File: src/rtl/time_to_bcd_seq_pkg.sv
// Shared definitions for the sequential binary-time to BCD converter:
// FSM encoding, digit-pair payload, blank code and parameter defaults.
package time_to_bcd_seq_pkg;

  localparam int unsigned DEF_NUM_FIELDS = 3;
  localparam int unsigned DEF_BIN_WIDTH  = 6;
  localparam int unsigned DEF_HOURS_IDX  = 2;
  localparam int unsigned DIGITS_W       = 8;

  localparam logic [3:0] BLANK_CODE = 4'hF;
  localparam logic [7:0] OVF_DIGITS = 8'h99;

  typedef enum logic [1:0] {
    ST_IDLE  = 2'd0,
    ST_SHIFT = 2'd1,
    ST_STORE = 2'd2,
    ST_DONE  = 2'd3
  } state_e;

  typedef struct packed {
    logic [3:0] tens;
    logic [3:0] units;
  } bcd_pair_t;

endpackage

File: src/rtl/time_to_bcd_seq_dd_step.sv
// One double-dabble iteration: add 3 to any BCD digit >= 5, then shift the
// combined {tens, units, binary} register left by one.
module bcd_dd_step
  import time_to_bcd_seq_pkg::*;
#(
  parameter int unsigned BIN_WIDTH = DEF_BIN_WIDTH
) (
  input  logic [DIGITS_W-1:0]  bcd_i,
  input  logic [BIN_WIDTH-1:0] bin_i,
  output logic [DIGITS_W-1:0]  bcd_c_o,
  output logic [BIN_WIDTH-1:0] bin_c_o
);

  localparam int unsigned SR_W = DIGITS_W + BIN_WIDTH;

  logic [DIGITS_W-1:0] adj_c;
  logic [SR_W-1:0]     sh_c;

  always_comb begin
    adj_c = bcd_i;
    if (bcd_i[3:0] >= 4'd5) adj_c[3:0] = bcd_i[3:0] + 4'd3;
    if (bcd_i[7:4] >= 4'd5) adj_c[7:4] = bcd_i[7:4] + 4'd3;
    sh_c    = {adj_c, bin_i} << 1;
    bcd_c_o = sh_c[SR_W-1:BIN_WIDTH];
    bin_c_o = sh_c[BIN_WIDTH-1:0];
  end

endmodule

File: src/rtl/time_to_bcd_seq.sv
// Iterative binary time-field to BCD converter: one shared double-dabble
// step walks the fields in turn, with optional 12h remap and hours blanking.
module time_to_bcd_seq
  import time_to_bcd_seq_pkg::*;
#(
  parameter int unsigned NUM_FIELDS = DEF_NUM_FIELDS,
  parameter int unsigned BIN_WIDTH  = DEF_BIN_WIDTH,
  parameter int unsigned HOURS_IDX  = DEF_HOURS_IDX
) (
  input  logic                           i_clk,
  input  logic                           i_reset,
  input  logic                           i_valid,
  output logic                           o_ready,
  input  logic [NUM_FIELDS*BIN_WIDTH-1:0] i_fields,
  input  logic                           i_mode_12h,
  input  logic                           i_blank_lz,
  output logic [NUM_FIELDS*DIGITS_W-1:0] o_bcd,
  output logic                           o_valid,
  output logic                           o_pm,
  output logic [NUM_FIELDS-1:0]          o_overflow
);

  localparam int unsigned FW    = NUM_FIELDS * BIN_WIDTH;
  localparam int unsigned IDX_W = $clog2(NUM_FIELDS + 1);
  localparam int unsigned CNT_W = $clog2(BIN_WIDTH);

  state_e                         state_q;
  logic [IDX_W-1:0]               idx_q;
  logic [CNT_W-1:0]               cnt_q;
  bcd_pair_t                      sr_bcd_q;
  logic [BIN_WIDTH-1:0]           sr_bin_q;
  logic [FW-1:0]                  fields_q;
  logic                           mode12_q;
  logic                           blank_q;
  logic                           cur_ovf_q;
  logic                           pm_cur_q;
  logic [NUM_FIELDS*DIGITS_W-1:0] slots_q;
  logic [NUM_FIELDS-1:0]          ovf_slots_q;
  logic [NUM_FIELDS*DIGITS_W-1:0] bcd_q;
  logic                           pm_q;
  logic [NUM_FIELDS-1:0]          ovf_q;
  logic                           valid_q;
  logic                           ready_q;

  logic [IDX_W-1:0]     load_idx_d;
  logic [FW-1:0]        load_src_d;
  logic                 load_m12_d;
  logic [BIN_WIDTH-1:0] load_raw_d;
  logic [BIN_WIDTH-1:0] load_val_d;
  logic                 load_ovf_d;
  int unsigned          raw_u_d;
  logic [BIN_WIDTH-1:0] hours_in_d;
  logic                 pm_in_d;
  bcd_pair_t            store_d;
  logic [DIGITS_W-1:0]  dd_bcd_c;
  logic [BIN_WIDTH-1:0] dd_bin_c;

  bcd_dd_step #(
    .BIN_WIDTH(BIN_WIDTH)
  ) u_dd_step (
    .bcd_i  (sr_bcd_q),
    .bin_i  (sr_bin_q),
    .bcd_c_o(dd_bcd_c),
    .bin_c_o(dd_bin_c)
  );

  // Next field to load: field 0 from the live inputs on accept, else the snapshot.
  always_comb begin
    load_idx_d = '0;
    load_src_d = i_fields;
    load_m12_d = i_mode_12h;
    if (state_q != ST_IDLE) begin
      load_idx_d = idx_q + IDX_W'(1);
      load_src_d = fields_q;
      load_m12_d = mode12_q;
    end
    load_raw_d = '0;
    for (int unsigned i = 0; i < NUM_FIELDS; i++) begin
      if (load_idx_d == IDX_W'(i)) load_raw_d = load_src_d[i*BIN_WIDTH +: BIN_WIDTH];
    end
    raw_u_d    = 32'(load_raw_d);
    load_val_d = load_raw_d;
    if (load_m12_d && (32'(load_idx_d) == HOURS_IDX)) begin
      if (raw_u_d == 32'd0) load_val_d = BIN_WIDTH'(12);
      else if ((raw_u_d >= 32'd13) && (raw_u_d <= 32'd23)) load_val_d = BIN_WIDTH'(raw_u_d - 32'd12);
    end
    load_ovf_d = (raw_u_d > 32'd99);

    hours_in_d = '0;
    for (int unsigned i = 0; i < NUM_FIELDS; i++) begin
      if (i == HOURS_IDX) hours_in_d = i_fields[i*BIN_WIDTH +: BIN_WIDTH];
    end
    pm_in_d = (HOURS_IDX < NUM_FIELDS) && (32'(hours_in_d) >= 32'd12);
  end

  // Digits committed for the current field, with saturation and tens blanking.
  always_comb begin
    store_d = sr_bcd_q;
    if (cur_ovf_q) begin
      store_d = OVF_DIGITS;
    end else if (blank_q && mode12_q && (32'(idx_q) == HOURS_IDX) && (sr_bcd_q.tens == 4'd0)) begin
      store_d.tens = BLANK_CODE;
    end
  end

  always_ff @(posedge i_clk or posedge i_reset) begin
    if (i_reset) begin
      state_q     <= ST_IDLE;
      idx_q       <= '0;
      cnt_q       <= '0;
      sr_bcd_q    <= '0;
      sr_bin_q    <= '0;
      fields_q    <= '0;
      mode12_q    <= 1'b0;
      blank_q     <= 1'b0;
      cur_ovf_q   <= 1'b0;
      pm_cur_q    <= 1'b0;
      slots_q     <= '0;
      ovf_slots_q <= '0;
      bcd_q       <= '0;
      pm_q        <= 1'b0;
      ovf_q       <= '0;
      valid_q     <= 1'b0;
      ready_q     <= 1'b1;
    end else begin
      valid_q <= 1'b0;
      case (state_q)
        ST_IDLE: begin
          if (i_valid && ready_q) begin
            fields_q  <= i_fields;
            mode12_q  <= i_mode_12h;
            blank_q   <= i_blank_lz;
            pm_cur_q  <= pm_in_d;
            idx_q     <= '0;
            cnt_q     <= '0;
            sr_bcd_q  <= '0;
            sr_bin_q  <= load_val_d;
            cur_ovf_q <= load_ovf_d;
            ready_q   <= 1'b0;
            state_q   <= ST_SHIFT;
          end
        end
        ST_SHIFT: begin
          sr_bcd_q <= dd_bcd_c;
          sr_bin_q <= dd_bin_c;
          cnt_q    <= cnt_q + CNT_W'(1);
          if (cnt_q == CNT_W'(BIN_WIDTH - 1)) state_q <= ST_STORE;
        end
        ST_STORE: begin
          for (int unsigned i = 0; i < NUM_FIELDS; i++) begin
            if (idx_q == IDX_W'(i)) begin
              slots_q[i*DIGITS_W +: DIGITS_W] <= store_d;
              ovf_slots_q[i]                  <= cur_ovf_q;
            end
          end
          if (idx_q == IDX_W'(NUM_FIELDS - 1)) begin
            state_q <= ST_DONE;
          end else begin
            idx_q     <= load_idx_d;
            cnt_q     <= '0;
            sr_bcd_q  <= '0;
            sr_bin_q  <= load_val_d;
            cur_ovf_q <= load_ovf_d;
            state_q   <= ST_SHIFT;
          end
        end
        ST_DONE: begin
          bcd_q   <= slots_q;
          pm_q    <= pm_cur_q;
          ovf_q   <= ovf_slots_q;
          valid_q <= 1'b1;
          ready_q <= 1'b1;
          state_q <= ST_IDLE;
        end
        default: state_q <= ST_IDLE;
      endcase
    end
  end

  assign o_ready    = ready_q;
  assign o_valid    = valid_q;
  assign o_bcd      = bcd_q;
  assign o_pm       = pm_q;
  assign o_overflow = ovf_q;

endmodule

File: config.mk
export PLATFORM = sky130hd
export DESIGN_NAME = time_to_bcd_seq
export DESIGN_NICKNAME = d
export VERILOG_FILES = /design/src/rtl/time_to_bcd_seq_pkg.sv /design/src/rtl/time_to_bcd_seq_dd_step.sv /design/src/rtl/time_to_bcd_seq.sv
export SDC_FILE = /design/constraint.sdc
export NUM_CORES = 1
export LEC_CHECK = 0
export ABC_AREA = 1
export CELL_PAD_IN_SITES_DETAIL_PLACEMENT = 0
export CELL_PAD_IN_SITES_GLOBAL_PLACEMENT = 1
export CORE_MARGIN = 8
export CORE_UTILIZATION = 41
export CTS_BUF_LIST = sky130_fd_sc_hd__clkbuf_16
export CTS_CLUSTER_DIAMETER = 120
export DETAILED_ROUTE_END_ITERATION = 8
export GPL_TIMING_DRIVEN = 0
export HOLD_SLACK_MARGIN = 0.02
export PLACE_DENSITY_LB_ADDON = 0.1
export SLEW_MARGIN = 30
export SYNTH_ARGS = -nofsm -noshare
export SYNTH_HDL_FRONTEND = slang
export SYNTH_SLANG_ARGS = --single-unit
File: constraint.sdc
create_clock -name i_clk -period 3.48 [get_ports i_clk]
set_input_delay 0.348 -clock i_clk [delete_from_list [all_inputs] [get_ports i_clk]]
set_output_delay 0.348 -clock i_clk [all_outputs]
set_load 0.05 [all_outputs]
=== After elaboration in Yosys (flattened, before gate mapping) ===
Index checks and enable logic that the tools add are counted.
W data, S select, Z words.

* Register bits after elaboration: 100
* Bits of input ports: 23
* Output and inout port bits: 30

* Add/sub/neg operators: 5
* Magnitude comparators: 5
* Equality and inequality tests: 11
* Muxes and demuxes: 35
* Reductions and logical operators: 23

{| class="wikitable"
|+ Operators by type and width
! cell !! number
|-
| $mux W6 || 8
|-
| $pmux W8 S3 || 1
|-
| $mux W18 || 1
|-
| $pmux W6 S3 || 1
|-
| $mux W4 || 4
|-
| $mux W8 || 2
|-
| $ge A6 B4 Y1 const B || 2
|-
| $mux W2 || 6
|-
| $reduce_and A2 Y1 || 6
|-
| $mux W3 || 3
|-
| $pmux W3 S3 || 1
|-
| $eq A2 B2 Y1 const B || 4
|-
| $ge A4 B3 Y1 const B || 2
|-
| $pmux W2 S4 || 1
|-
| $eq A2 B1 Y1 const B || 3
|-
| $le A6 B5 Y1 const B || 1
|-
| $logic_and A1 B1 Y1 || 6
|-
| $logic_not A2 Y1 || 3
|-
| $logic_not A6 Y1 || 1
|-
| $ne A2 B2 Y1 const B || 3
|-
| $reduce_and A3 Y1 || 2
|-
| $reduce_bool A2 Y1 || 3
|-
| $sub A6 B4 Y6 const B || 1
|-
| $add A4 B2 Y4 const B || 1
|-
| 9 further kinds || 13
|}

=== Depth between registers and ports, before layout ===
Gate-level depths: netlist of the first run.

* Word-level depth: 13
* Depth in mapped cells: 18
* Depth with buffers taken out: 17

=== Modules after synthesis ===
Synthesis of the first run repeated with hierarchy kept, for this count alone.

* Cell total of the unflattened synthesis: 553
* Area, all modules: 4426.7 um2

{| class="wikitable"
|+ Modules (own cells, without submodules)
! module !! times used !! cells an instance !! area each (um2) !! seq. area each (um2)
|-
| time_to_bcd_seq || 1 || 504 || 4156.5 || 2328.5
|-
| bcd_dd_step || 1 || 49 || 270.3 || 0.0
|}

=== Least setup slack after synthesis of the first run ===
Ideal clock, no wire load.

* Kind: reg2reg
* From: reg idx_q[0]
* To: reg sr_bin_q[3]
* Setup time: 0.116 ns
* Arrival: 2.054 ns
* Slack: 1.310 ns
* Cell stages (with the launch flop): 18
* Buffers on the path: 1
* Period minus slack after synthesis: 2.170 ns
* Cells stage by stage: dfrtp_1 -> buf_4 -> inv_2 -> ha_1 -> inv_1 -> nor3_4 -> o211ai_1 -> nand3_1 -> inv_1 -> ha_1 -> inv_1 -> nor2_1 -> nand4_1 -> nand2_1 -> inv_1 -> nand3_1 -> nand2_1 -> nand2_1

* Word-level cells in the longest chain between the ends: 13
* Elaborated cells between the ends (all ways): 23
* Those cells by class: add/sub (2); order compare (2); eq/ne (4); mux (10); reduce/logical (5)

{| class="wikitable"
|+ RTL lines
! what !! line !! text
|-
| start: declaration || time_to_bcd_seq.sv:28 || <nowiki>logic [IDX_W-1:0] idx_q;</nowiki>
|-
| start signal: assignment || time_to_bcd_seq.sv:159 || <nowiki>idx_q <= load_idx_d;</nowiki>
|-
| $add A2 B1 Y2 || time_to_bcd_seq.sv:73 || <nowiki>load_idx_d = idx_q + IDX_W'(1);</nowiki>
|-
| $mux W2 || time_to_bcd_seq.sv:72 || <nowiki>if (state_q != ST_IDLE) begin</nowiki>
|-
| $logic_not A2 Y1 || time_to_bcd_seq.sv:79 || <nowiki>if (load_idx_d == IDX_W'(i)) load_raw_d = load_src_d[i*BIN_WIDTH +: BIN_WIDTH];</nowiki>
|-
| $mux W6 (3 in a row) || time_to_bcd_seq.sv:79 ||
|-
| $ge A6 B4 Y1 / $le A6 B5 Y1 (equally long branches) || time_to_bcd_seq.sv:85 || <nowiki>else if ((raw_u_d >= 32'd13) && (raw_u_d <= 32'd23)) load_val_d = BIN_WIDTH'(raw_u_d - 32'd12);</nowiki>
|-
| $logic_and A1 B1 Y1 || time_to_bcd_seq.sv:85 ||
|-
| $mux W6 || time_to_bcd_seq.sv:85 ||
|-
| $mux W6 || time_to_bcd_seq.sv:84 || <nowiki>if (raw_u_d == 32'd0) load_val_d = BIN_WIDTH'(12);</nowiki>
|-
| $mux W6 || time_to_bcd_seq.sv:83 || <nowiki>if (load_m12_d && (32'(load_idx_d) == HOURS_IDX)) begin</nowiki>
|-
| $mux W6, on equally long branches || time_to_bcd_seq.sv:156, time_to_bcd_seq.sv:129 ||
|-
| $pmux W6 S3 || time_to_bcd_seq.sv:127 || <nowiki>case (state_q)</nowiki>
|-
| end signal: assignment || time_to_bcd_seq.sv:137 || <nowiki>sr_bin_q <= load_val_d;</nowiki>
|-
| end signal: assignment || time_to_bcd_seq.sv:145 || <nowiki>sr_bin_q <= dd_bin_c;</nowiki>
|-
| end signal: assignment || time_to_bcd_seq.sv:162 || <nowiki>sr_bin_q <= load_val_d;</nowiki>
|-
| end: declaration || time_to_bcd_seq.sv:31 || <nowiki>logic [BIN_WIDTH-1:0] sr_bin_q;</nowiki>
|}

Several ways; a longest one is shown, not always the timed one. The select of a mux whose other input is x is not followed.
A chain may end at the register's enable or synchronous reset.

=== Final worst setup path of the first run ===
Ends and elaborated chain as after synthesis.

==> impl_metrics.tcl, run 1 <==
set metrics [dict create \
    synth_compound_area_share_pct 11.3 \
    setup_violations 0 \
    powerDensity_nw_per_um2 866 \
    final_max_slew_viol_count 0 \
    synthSimpleGateAreaFrac_pct 23.4 \
    synth_top_cell_by_area "dfrtp_1" \
    crit_path_end_kind "register" \
    dr.pass1.iters 4 \
    rsz0062_at_grt "false" \
    clock_latency_ns 0.33 \
    grt_start_max_net_pins 58 \
    syn_area_sq_um 4340 \
    p_seq_share_pct 34.4 \
    wirelength_microns 9720 \
    ir_drop_v 0.000329 \
    final_common_cell "nand2_1" \
    core_sq_um 10300 \
    p_leak_nw 2.63 \
    synth_top_family_by_area "simple AND/OR/NAND/NOR gates" \
    cts_tree "built" \
    final_antenna_net_count 0 \
    grt_pass1_vias 3612 \
    rows 37 \
    root_buffer "clkbuf_16" \
    placed_cells 712 \
    vias 3405 \
    final_cell_mix "200 x nand2_1, 92 x dfrtp_1, 62 x o21ai_0" \
    cp_common_cell "inv_1" \
    critical-path-max-stage-delay_ns 0.36 \
    insertedDiodeCount 0 \
    final_cell_area_sq_um 5380 \
    worst_pin_slew_ns 0.579 \
    switching_share_pct 40.4 \
    grt_overflow 0 \
    htree_levels 3 \
    status "finished clean" \
    path_buf_inv 7 \
    io_buffers 49 \
    grtUsageTotal_pct 14.6 \
    synth_adder_area_share_pct 3.46 \
    dieArea_sq_um 14100 \
    clk_pin_slew_ns 0.06 \
    maxCapViolCount 0 \
    hold_violations 0 \
    relSlewSlack_pct 61.4 \
    critPathTopFamily "simple AND/OR/NAND/NOR gates" \
    die_w_microns 119 \
    ys_seq_elements 93 \
    worstPathRequired_ns 3.75 \
    power_frac_comb_pct 41.9 \
    cts_hold_buf 0 \
    synth_cells 524 \
    ys_seq_area_share_pct 53.7 \
    worst_ep_arrival_time_ns 2.85 \
    final_cells 728 \
    crit_type "register to register" \
    clkSinkCount 93 \
    hp-class "primary input to async pin" \
    p_clk_share_pct 23.7 \
    drc_errors 0 \
    p_sw_w 0.00188 \
    cp-start-kind "register" \
    synth_xor_area_share_pct 0.606 \
    period_share_pct 74.0 \
    postCtsSetupBuffers 0 \
    clock_path_buffers 2 \
    tns_ns 0 \
    slowest_stage "dfrtp_1" \
    crit_fanout 10 \
    detail_route.wl_per_cell_microns 13.4 \
    yosys_warnings 0 \
    start_util_pct 42.2 \
    synth_top_area_share_pct 53.1 \
    fin_hold_ws_ns 0.365 \
    power.internal_w 0.00277 \
    synth.area.top_cells "dfrtp_1 53%, nand2_1 17%, o21ai_0 7.2%" \
    synth_mux_area_share_pct 0 \
    vias_per_cell 4.68 \
    final_layout_size_suffix_gt1_share_pct 7.09 \
    fin_crit_ns 2.57 \
    hpwlAfterDp_microns 7100 \
    finalWeightedCongestion 0.802 \
    crit_chain "buf_4 > inv_2 > ha_1 > inv_1 > nor2_1 > inv_1 > o211ai_1 > nand3_1 > inv_1 > ha_1 > inv_1 > nor2_1 > nand4_1 > nand2_1 > inv_1 > nand3_1 > nand2_1 > nand2_1" \
    areaGrowthSynthToFinish_pct 24.0 \
    die_h_microns 119 \
    max_freq_mhz 388 \
    antenna_found_initial 0 \
    cts_resized 0 \
    pin_count 53 \
    numCtsBuffers 9 \
    grt_pass1_wl_microns 17000 \
    yosysUniqueCellTypes 33 \
    drtIter0Drc 164 \
    syn_area_per_cell_sq_um 8.27 \
    clock_skew_ns 0.00543 \
    fin_nets 622 \
    placed_area_sq_um 5040 \
]
==> through the flow <==
step	utilization, %	setup WS [ns]	power (W)
2_1_floorplan	-	0.713	0.00303
3_3_place_gp	48.7	-0.746	0.00354
3_5_place_dp	49.0	0.918	0.00359
5_1_grt	52.3	0.623	0.00505
6_report	52.3	0.906	0.00465
4_1_cts	52.3	0.889	0.00471
==> final cells by class <==
class / count / area, sq um
Fill cell: 1036 / 4900
Sequential cell: 93 / 2330
Multi-Input combinational cell: 355 / 1690
Timing Repair Buffer: 50 / 518
Inverter: 60 / 230
Clock buffer: 9 / 225
Tap cell: 136 / 170
Clock inverter: 7 / 115
Buffer: 18 / 98.8
==> power by group through the flow <==
stage	Sequential (W)	Clock [W]	Combinational [W]
6_report	0.00160	0.00110	0.00195
5_1_grt	0.00164	0.00117	0.00223
4_1_cts	0.00160	0.00114	0.00198
3_5_place_dp	0.00162	0	0.00197
3_3_place_gp	0.00161	0	0.00193
2_1_floorplan	0.00179	0	0.00124
==> Yosys cell counts, drive strengths merged <==
cell type    n
a21oi        6
a22oi        4
buf          8
clkbuf      10
clkinv       1
conb         1
dfrtp       92
dfstp        1
ha          12
inv         59
nand2      202
nand3       12
nand4        1
nor2        30
nor3         3
o211ai       4
o21ai       66
o21bai       1
o22ai        5
o32ai        3
xnor2        1
xor2         2
==> worst paths after layout <==
| check | start | endpoint | slack (ns) | cells after the start |
|---|---|---|---|---|
| max | idx_q[0] | sr_bin_q[3] | 0.91 | 18 |
| min | i_reset | o_bcd[5] | 0.37 | 2 |
| max reg2reg | idx_q[0] | sr_bin_q[3] | 0.91 | 18 |
| min reg2reg | fields_q[5] | fields_q[5] | 0.47 | 2 |
| max in group asynchronous | i_reset | o_ready | 2.50 | 3 |
| min in group i_clk | fields_q[5] | fields_q[5] | 0.47 | 2 |
==> state kept, by name, indices dropped and copies added (netlist names), 2 cells and up <==
register  flops
cnt_q         3
fields_q     18
idx_q         2
o_bcd        24
slots_q      24
sr_bcd_q      8
sr_bin_q      6
state_q       2
==> worst register-to-register path, cell delays in order, from the launching register on <==
cell	delay, ns
dfrtp_1	0.36
buf_4	0.17
inv_2	0.09
ha_1	0.32
inv_1	0.10
nor2_1	0.22
inv_1	0.10
o211ai_1	0.11
nand3_1	0.16
inv_1	0.14
ha_1	0.15
inv_1	0.04
nor2_1	0.09
nand4_1	0.15
nand2_1	0.09
inv_1	0.05
nand3_1	0.09
nand2_1	0.05
nand2_1	0.05
==> cell families (layout without fill, tap and decap cells) <==
group           count (synthesis)  in the layout
fa+ha+maj                      12             12
flops                          93             93
buf+inv                        78            144
xor+xnor                        3              3
simple gates                  248            248
other cells                     1              3
compound gates                 89             89
==> metal layers <==
metal | wire length [microns] | track usage [%] | vias up
met1 | 4450 | 17.3 | 1574
met4 | 115 | 4.66 | 0
met5 | 0 | 0 | -
li1 | - | - | 1771
met3 | 350 | 3.64 | 10
met2 | 4810 | 25.6 | 50
Power figures use the tool's default switching activity.
==> run 2, diff against run 1 <==
==> constraint.sdc (replaced) <==
create_clock -name i_clk -period 2.5 [get_ports i_clk]
set_input_delay 0.25 -clock i_clk [delete_from_list [all_inputs] [get_ports i_clk]]
set_output_delay 0.25 -clock i_clk [all_outputs]
set_load 0.05 [all_outputs]
==> run 2 against run 1 <==
Effect of this change: power up 37%; clock skew up 0.0039 ns; cell count grew 1.4%; clock power up 19%; critical path type unchanged; critical endpoint unchanged.
==> impl_metrics.tcl, run 2 (synthesis results as in run 1) <==
set metrics [dict create \
    relSlewSlack_pct 62.0 \
    clk_pin_slew_ns 0.07 \
    p_sw_w 0.00272 \
    p_leak_nw 2.68 \
    clock_skew_ns 0.00933 \
    drc_errors 0 \
    status "finished clean" \
    finalWeightedCongestion 0.796 \
    dpl_worst_slack_ns -0.0286 \
    ir_drop_v 0.000411 \
    wirelength_microns 9910 \
    drtIter0Drc 168 \
    power.internal_w 0.00367 \
    crit_path_end_kind "register" \
    multiInputGateArea_sq_um 1730 \
    worstPathRequired_ns 2.73 \
    tns_ns 0 \
    setup_violations 0 \
    regArea_sq_um 2330 \
    p_seq_share_pct 34.9 \
    start_util_pct 42.2 \
    io_buffers 49 \
    clock_latency_ns 0.34 \
    crit_fanout 5 \
    powerDensity_nw_per_um2 1160 \
    root_buffer "clkbuf_16" \
    max_freq_mhz 430 \
    vias_per_cell 4.73 \
    rows 37 \
    detail_route.wl_per_cell_microns 13.4 \
    antenna_found_initial 0 \
    numCtsBuffers 9 \
    cts_tree "built" \
    switching_share_pct 42.5 \
    final_antenna_net_count 0 \
    fillers 1028 \
    hp-class "primary input to async pin" \
    clock_path_buffers 2 \
    power_frac_comb_pct 44.6 \
    final_max_slew_viol_count 0 \
    final_util_pct 53.4 \
    hpwlAfterDp_microns 7410 \
    worst_ep_arrival_time_ns 2.56 \
    grt_pass1_vias 3659 \
    grt_overflow 0 \
    cp-start-kind "register" \
    fin_nets 632 \
    final_common_cell "nand2_1" \
    htree_levels 3 \
    p_clk_share_pct 20.5 \
    areaGrowthSynthToFinish_pct 26.6 \
    final_cell_mix "200 x nand2_1, 92 x dfrtp_1, 62 x o21ai_0" \
    cts_hold_buf 0 \
    maxCapViolCount 0 \
    crit_type "register to register" \
    grt_start_max_net_pins 26 \
    grtUsageTotal_pct 14.7 \
    vias 3492 \
    dr.pass1.iters 4 \
    clkSinkCount 93 \
    hold_violations 0 \
    insertedDiodeCount 0 \
    period_share_pct 93.0 \
    pin_count 53 \
    fin_crit_ns 2.32 \
    worst_pin_slew_ns 0.569 \
    fin_hold_ws_ns 0.230 \
    final_layout_size_suffix_gt1_share_pct 9.97 \
    worst_slack_ns 0.176 \
    core_sq_um 10300 \
    die_h_microns 119 \
    dieArea_sq_um 14100 \
    die_w_microns 119 \
    grt_pass1_wl_microns 17300 \
]
==> run 2: critical path, cell delays in order (launching register included) <==
cell	delay (ns)
dfrtp_1	0.39
buf_6	0.13
inv_2	0.15
ha_4	0.25
inv_1	0.15
nor3_4	0.06
buf_4	0.14
buf_4	0.13
nand2_1	0.06
nand3_2	0.13
nor2_2	0.15
nand3_1	0.12
o21ai_1	0.15
nand3_1	0.08
nand2_1	0.06
nand2_1	0.04
==> run 2: through the flow <==
stage          total power [W]  cells  area (sq um)
6_report               0.00639    738          5490
5_1_grt                0.00696    738          5490
4_1_cts                0.00636    734          5420
3_5_place_dp           0.00500    715          5110
3_3_place_gp           0.00493    711          5010
2_1_floorplan          0.00422    526          4350
==> run 2: path summary, 6_finish.rpt <==
| path | from | end | slack, ns | depth (start not counted) |
|---|---|---|---|---|
| worst max-delay path | idx_q[0] | sr_bin_q[3] | 0.18 | 15 |
| worst min-delay path | i_reset | fields_q[13] | 0.23 | 2 |
| worst max register to register | idx_q[0] | sr_bin_q[3] | 0.18 | 15 |
| worst min register to register | slots_q[11] | o_bcd[11] | 0.47 | 2 |
| max in group asynchronous | i_reset | slots_q[0] | 1.66 | 4 |
| min in group i_clk | i_fields[8] | fields_q[8] | 0.45 | 3 |
==> run 2: final cells by class <==
cell class              instances  area share, %
plain buffers                  18           1.87
clock buffers                   9           4.10
clock inverters                 7           1.07
inverters                      60           4.17
multi-input cells             355           31.5
flip-flops and latches         93           42.4
well taps                     136           3.10
repair buffers                 60           11.8
==> run 2: layer usage <==
layer / GRT usage (%) / routed length [microns] / vias up
met5: 0 / 0 / -
met4: 3.95 / 113 / 0
met3: 3.64 / 363 / 8
met2: 25.8 / 5050 / 51
met1: 17.7 / 4380 / 1654
li1: - / - / 1779
==> run 2: power by group through the flow <==
stage / Combinational (W) / Clock [W] / Sequential, W
2_1_floorplan: 0.00173 / 0 / 0.00249
3_3_place_gp: 0.00269 / 0 / 0.00224
3_5_place_dp: 0.00275 / 0 / 0.00226
4_1_cts: 0.00278 / 0.00135 / 0.00223
5_1_grt: 0.00324 / 0.00142 / 0.00229
6_report: 0.00285 / 0.00131 / 0.00223
==> run 2: timing repair <==
item | CTS | global route
endpoints found under the setup margin | 3 | 4
pin swaps | 1 | 3
resized for setup | 2 | 7
buffers inserted | 3 | 4
==> run 3, diff against run 2 <==
--- a/config.mk
+++ b/config.mk
@@ -8,11 +8,12 @@
 export ABC_AREA = 1
 export CELL_PAD_IN_SITES_DETAIL_PLACEMENT = 0
 export CELL_PAD_IN_SITES_GLOBAL_PLACEMENT = 1
-export CORE_MARGIN = 8
-export CORE_UTILIZATION = 41
+export CORE_MARGIN = 4
+export CORE_UTILIZATION = 45
 export CTS_BUF_LIST = sky130_fd_sc_hd__clkbuf_16
 export CTS_CLUSTER_DIAMETER = 120
 export DETAILED_ROUTE_END_ITERATION = 8
+export DONT_BUFFER_PORTS = 1
 export GPL_TIMING_DRIVEN = 0
 export HOLD_SLACK_MARGIN = 0.02
 export PLACE_DENSITY_LB_ADDON = 0.1
==> run 3 against run 2 <==
Effect of this change: routed wire length shrank 2.2%; critical path depth up 1; sequential cell count stayed put; power down 1.2%; fmax up 0.27%; clock skew is 0.0025 ns higher; cell count fell by 6.0%; via count shrank 3.3%; sequential power grew 14%; non-clock buffer count fell by 37; global-route usage grew 3.9 points; setup slack gained 0.0062 ns; largest power group is now registers; highest routed layer unchanged.
==> impl_metrics.tcl, run 3 (synthesis results as in run 1) <==
set metrics [dict create \
    status "finished clean" \
    grt_pass1_vias 3423 \
    detail_route.wl_per_cell_microns 14.0 \
    clk_pin_slew_ns 0.07 \
    hold_violations 0 \
    path_buf_inv 5 \
    wirelength_microns 9690 \
    vias_per_cell 4.87 \
    final_layout_size_suffix_gt1_share_pct 11.2 \
    wl_met1_microns 4320 \
    clkSinkCount 93 \
    fillers 905 \
    htree_levels 3 \
    p_total_w 0.00632 \
    finalWeightedCongestion 0.793 \
    grtUsageTotal_pct 18.6 \
    start_util_pct 46.5 \
    cp-start-kind "register" \
    worstPathRequired_ns 2.74 \
    placed_area_sq_um 4610 \
    maxCapViolCount 0 \
    highest_layer "met4" \
    grt_pass1_wl_microns 16600 \
    vias 3377 \
    clock_latency_ns 0.35 \
    wl_met2_microns 4920 \
    die_h_microns 106 \
    hp-class "primary input to register" \
    crit_chain "buf_6 > inv_4 > ha_4 > inv_2 > nor2_2 > inv_1 > o211ai_1 > nand3_1 > buf_4 > ha_1 > nand3_2 > nand2_1 > nand3_1 > nand3_1 > nand2_1 > nand2_1" \
    areaGrowthSynthToFinish_pct 18.0 \
    rows 35 \
    min_to "fields_q[0]" \
    core_sq_um 9330 \
    grt_overflow 0 \
    crit_path_end_kind "register" \
    powerDensity_nw_per_um2 1240 \
    ff2ff_path_depth 16 \
    pin_count 53 \
    crit_fanout 7 \
    relSlewSlack_pct 61.6 \
    r2r_start "idx_q[0]" \
    antenna_found_initial 0 \
    io_buffers 0 \
    fin_crit_ns 2.32 \
    drc_errors 0 \
    p_leak_nw 2.54 \
    final_cell_area_sq_um 5110 \
    rrSetupSlack_ns 0.18 \
    critPathTopFamily "simple AND/OR/NAND/NOR gates" \
    clock_skew_ns 0.0119 \
    die_w_microns 106 \
    numCtsBuffers 9 \
    hold_path_depth 2 \
    worst_pin_slew_ns 0.575 \
    max_freq_mhz 431 \
    grt_start_max_net_pins 27 \
    worst_ep_arrival_time_ns 2.56 \
    drtIter0Drc 177 \
    final_cell_mix "200 x nand2_1, 92 x dfrtp_1, 62 x o21ai_0" \
    worstHoldStart "i_fields[0]" \
    dieArea_sq_um 11300 \
    period_share_pct 92.7 \
    dr.pass1.iters 4 \
    insertedDiodeCount 0 \
    fin_nets 595 \
    final_max_slew_viol_count 0 \
    critical-path-max-stage-delay_ns 0.37 \
    hpwlAfterDp_microns 6820 \
    cts_tree "built" \
    slowest_stage "dfrtp_1" \
    crit_type "register to register" \
    final_antenna_net_count 0 \
    tns_ns 0 \
    ir_drop_v 0.000481 \
    final_common_cell "nand2_1" \
    reg2reg_to "sr_bin_q[3]" \
    root_buffer "clkbuf_16" \
    setup_violations 0 \
    met3_length_microns 321 \
    clock_path_buffers 2 \
]
run 3: cell count changes in the layout (fill, tap and decap cells not counted):
cell | previous run | this run
buf_4 | 12 | 13
nand3_2 | 5 | 6
clkdlybuf4s50_1 | 49 | 0
dlygate4sd3_1 | 0 | 11
inv_6 | 2 | 1
inv_4 | 0 | 1
nand3_1 | 7 | 6
inv_1 | 53 | 52
clkinv_4 | 0 | 1
run 3: final cells by class:
| type | instances | area, sq um | area share, % |
|---|---|---|---|
| multi-input combinational | 355 | 1730 | 33.9 |
| buffer | 18 | 103 | 2.01 |
| timing repair buffer | 23 | 273 | 5.33 |
| sequential | 93 | 2330 | 45.5 |
| clock buffer | 9 | 225 | 4.40 |
| tap | 129 | 161 | 3.16 |
| clock inverter | 7 | 58.8 | 1.15 |
| inverter | 60 | 231 | 4.53 |
run 3: metrics by stage:
stage	instances	util, %	hold WS (ns)	setup WS, ns
global route	694	54.8	0.0262	-0.0285
CTS	688	53.9	0.0254	0.00307
finish	694	54.8	0.0247	0.182
detailed placement	659	49.4	0.133	-0.0357
global placement	655	48.3	0.370	-0.0510
floorplan	526	-	0.367	0.330
run 3: metal layers:
metal / track usage (%) / up-vias
li1: - / 1720
met1: 23.2 / 1602
met2: 32.3 / 44
met3: 4.13 / 11
met4: 5.55 / 0
met5: 0 / -
run 3: how the worst max path moves through the flow:
| stage | to | depth (start not counted) | startpoint |
|---|---|---|---|
| 2_1_floorplan | sr_bin_q[3] | 17 | idx_q[0] |
| 3_3_place_gp | sr_bin_q[3] | 16 | idx_q[0] |
| 3_5_place_dp | sr_bin_q[3] | 16 | idx_q[0] |
| 4_1_cts | sr_bin_q[3] | 18 | idx_q[0] |
| 5_1_grt | sr_bin_q[2] | 16 | idx_q[0] |
| 6_report | sr_bin_q[3] | 16 | idx_q[0] |
run 3: report_power, final:
| part | switching [W] | total, W | internal [W] |
|---|---|---|---|
| Sequential | 0.000576 | 0.00254 | 0.00196 |
| Combinational | 0.00155 | 0.00246 | 0.000905 |
| Clock | 0.000635 | 0.00133 | 0.000691 |
run 3: repair_timing:
action | in CTS | in global routing
hold buffers | 11 | 0
setup endpoints to repair | 2 | 4
resized for setup | 3 | 9
setup buffers | 2 | 6
endpoints found under the hold margin | 19 | 0
pin swaps | 1 | 4
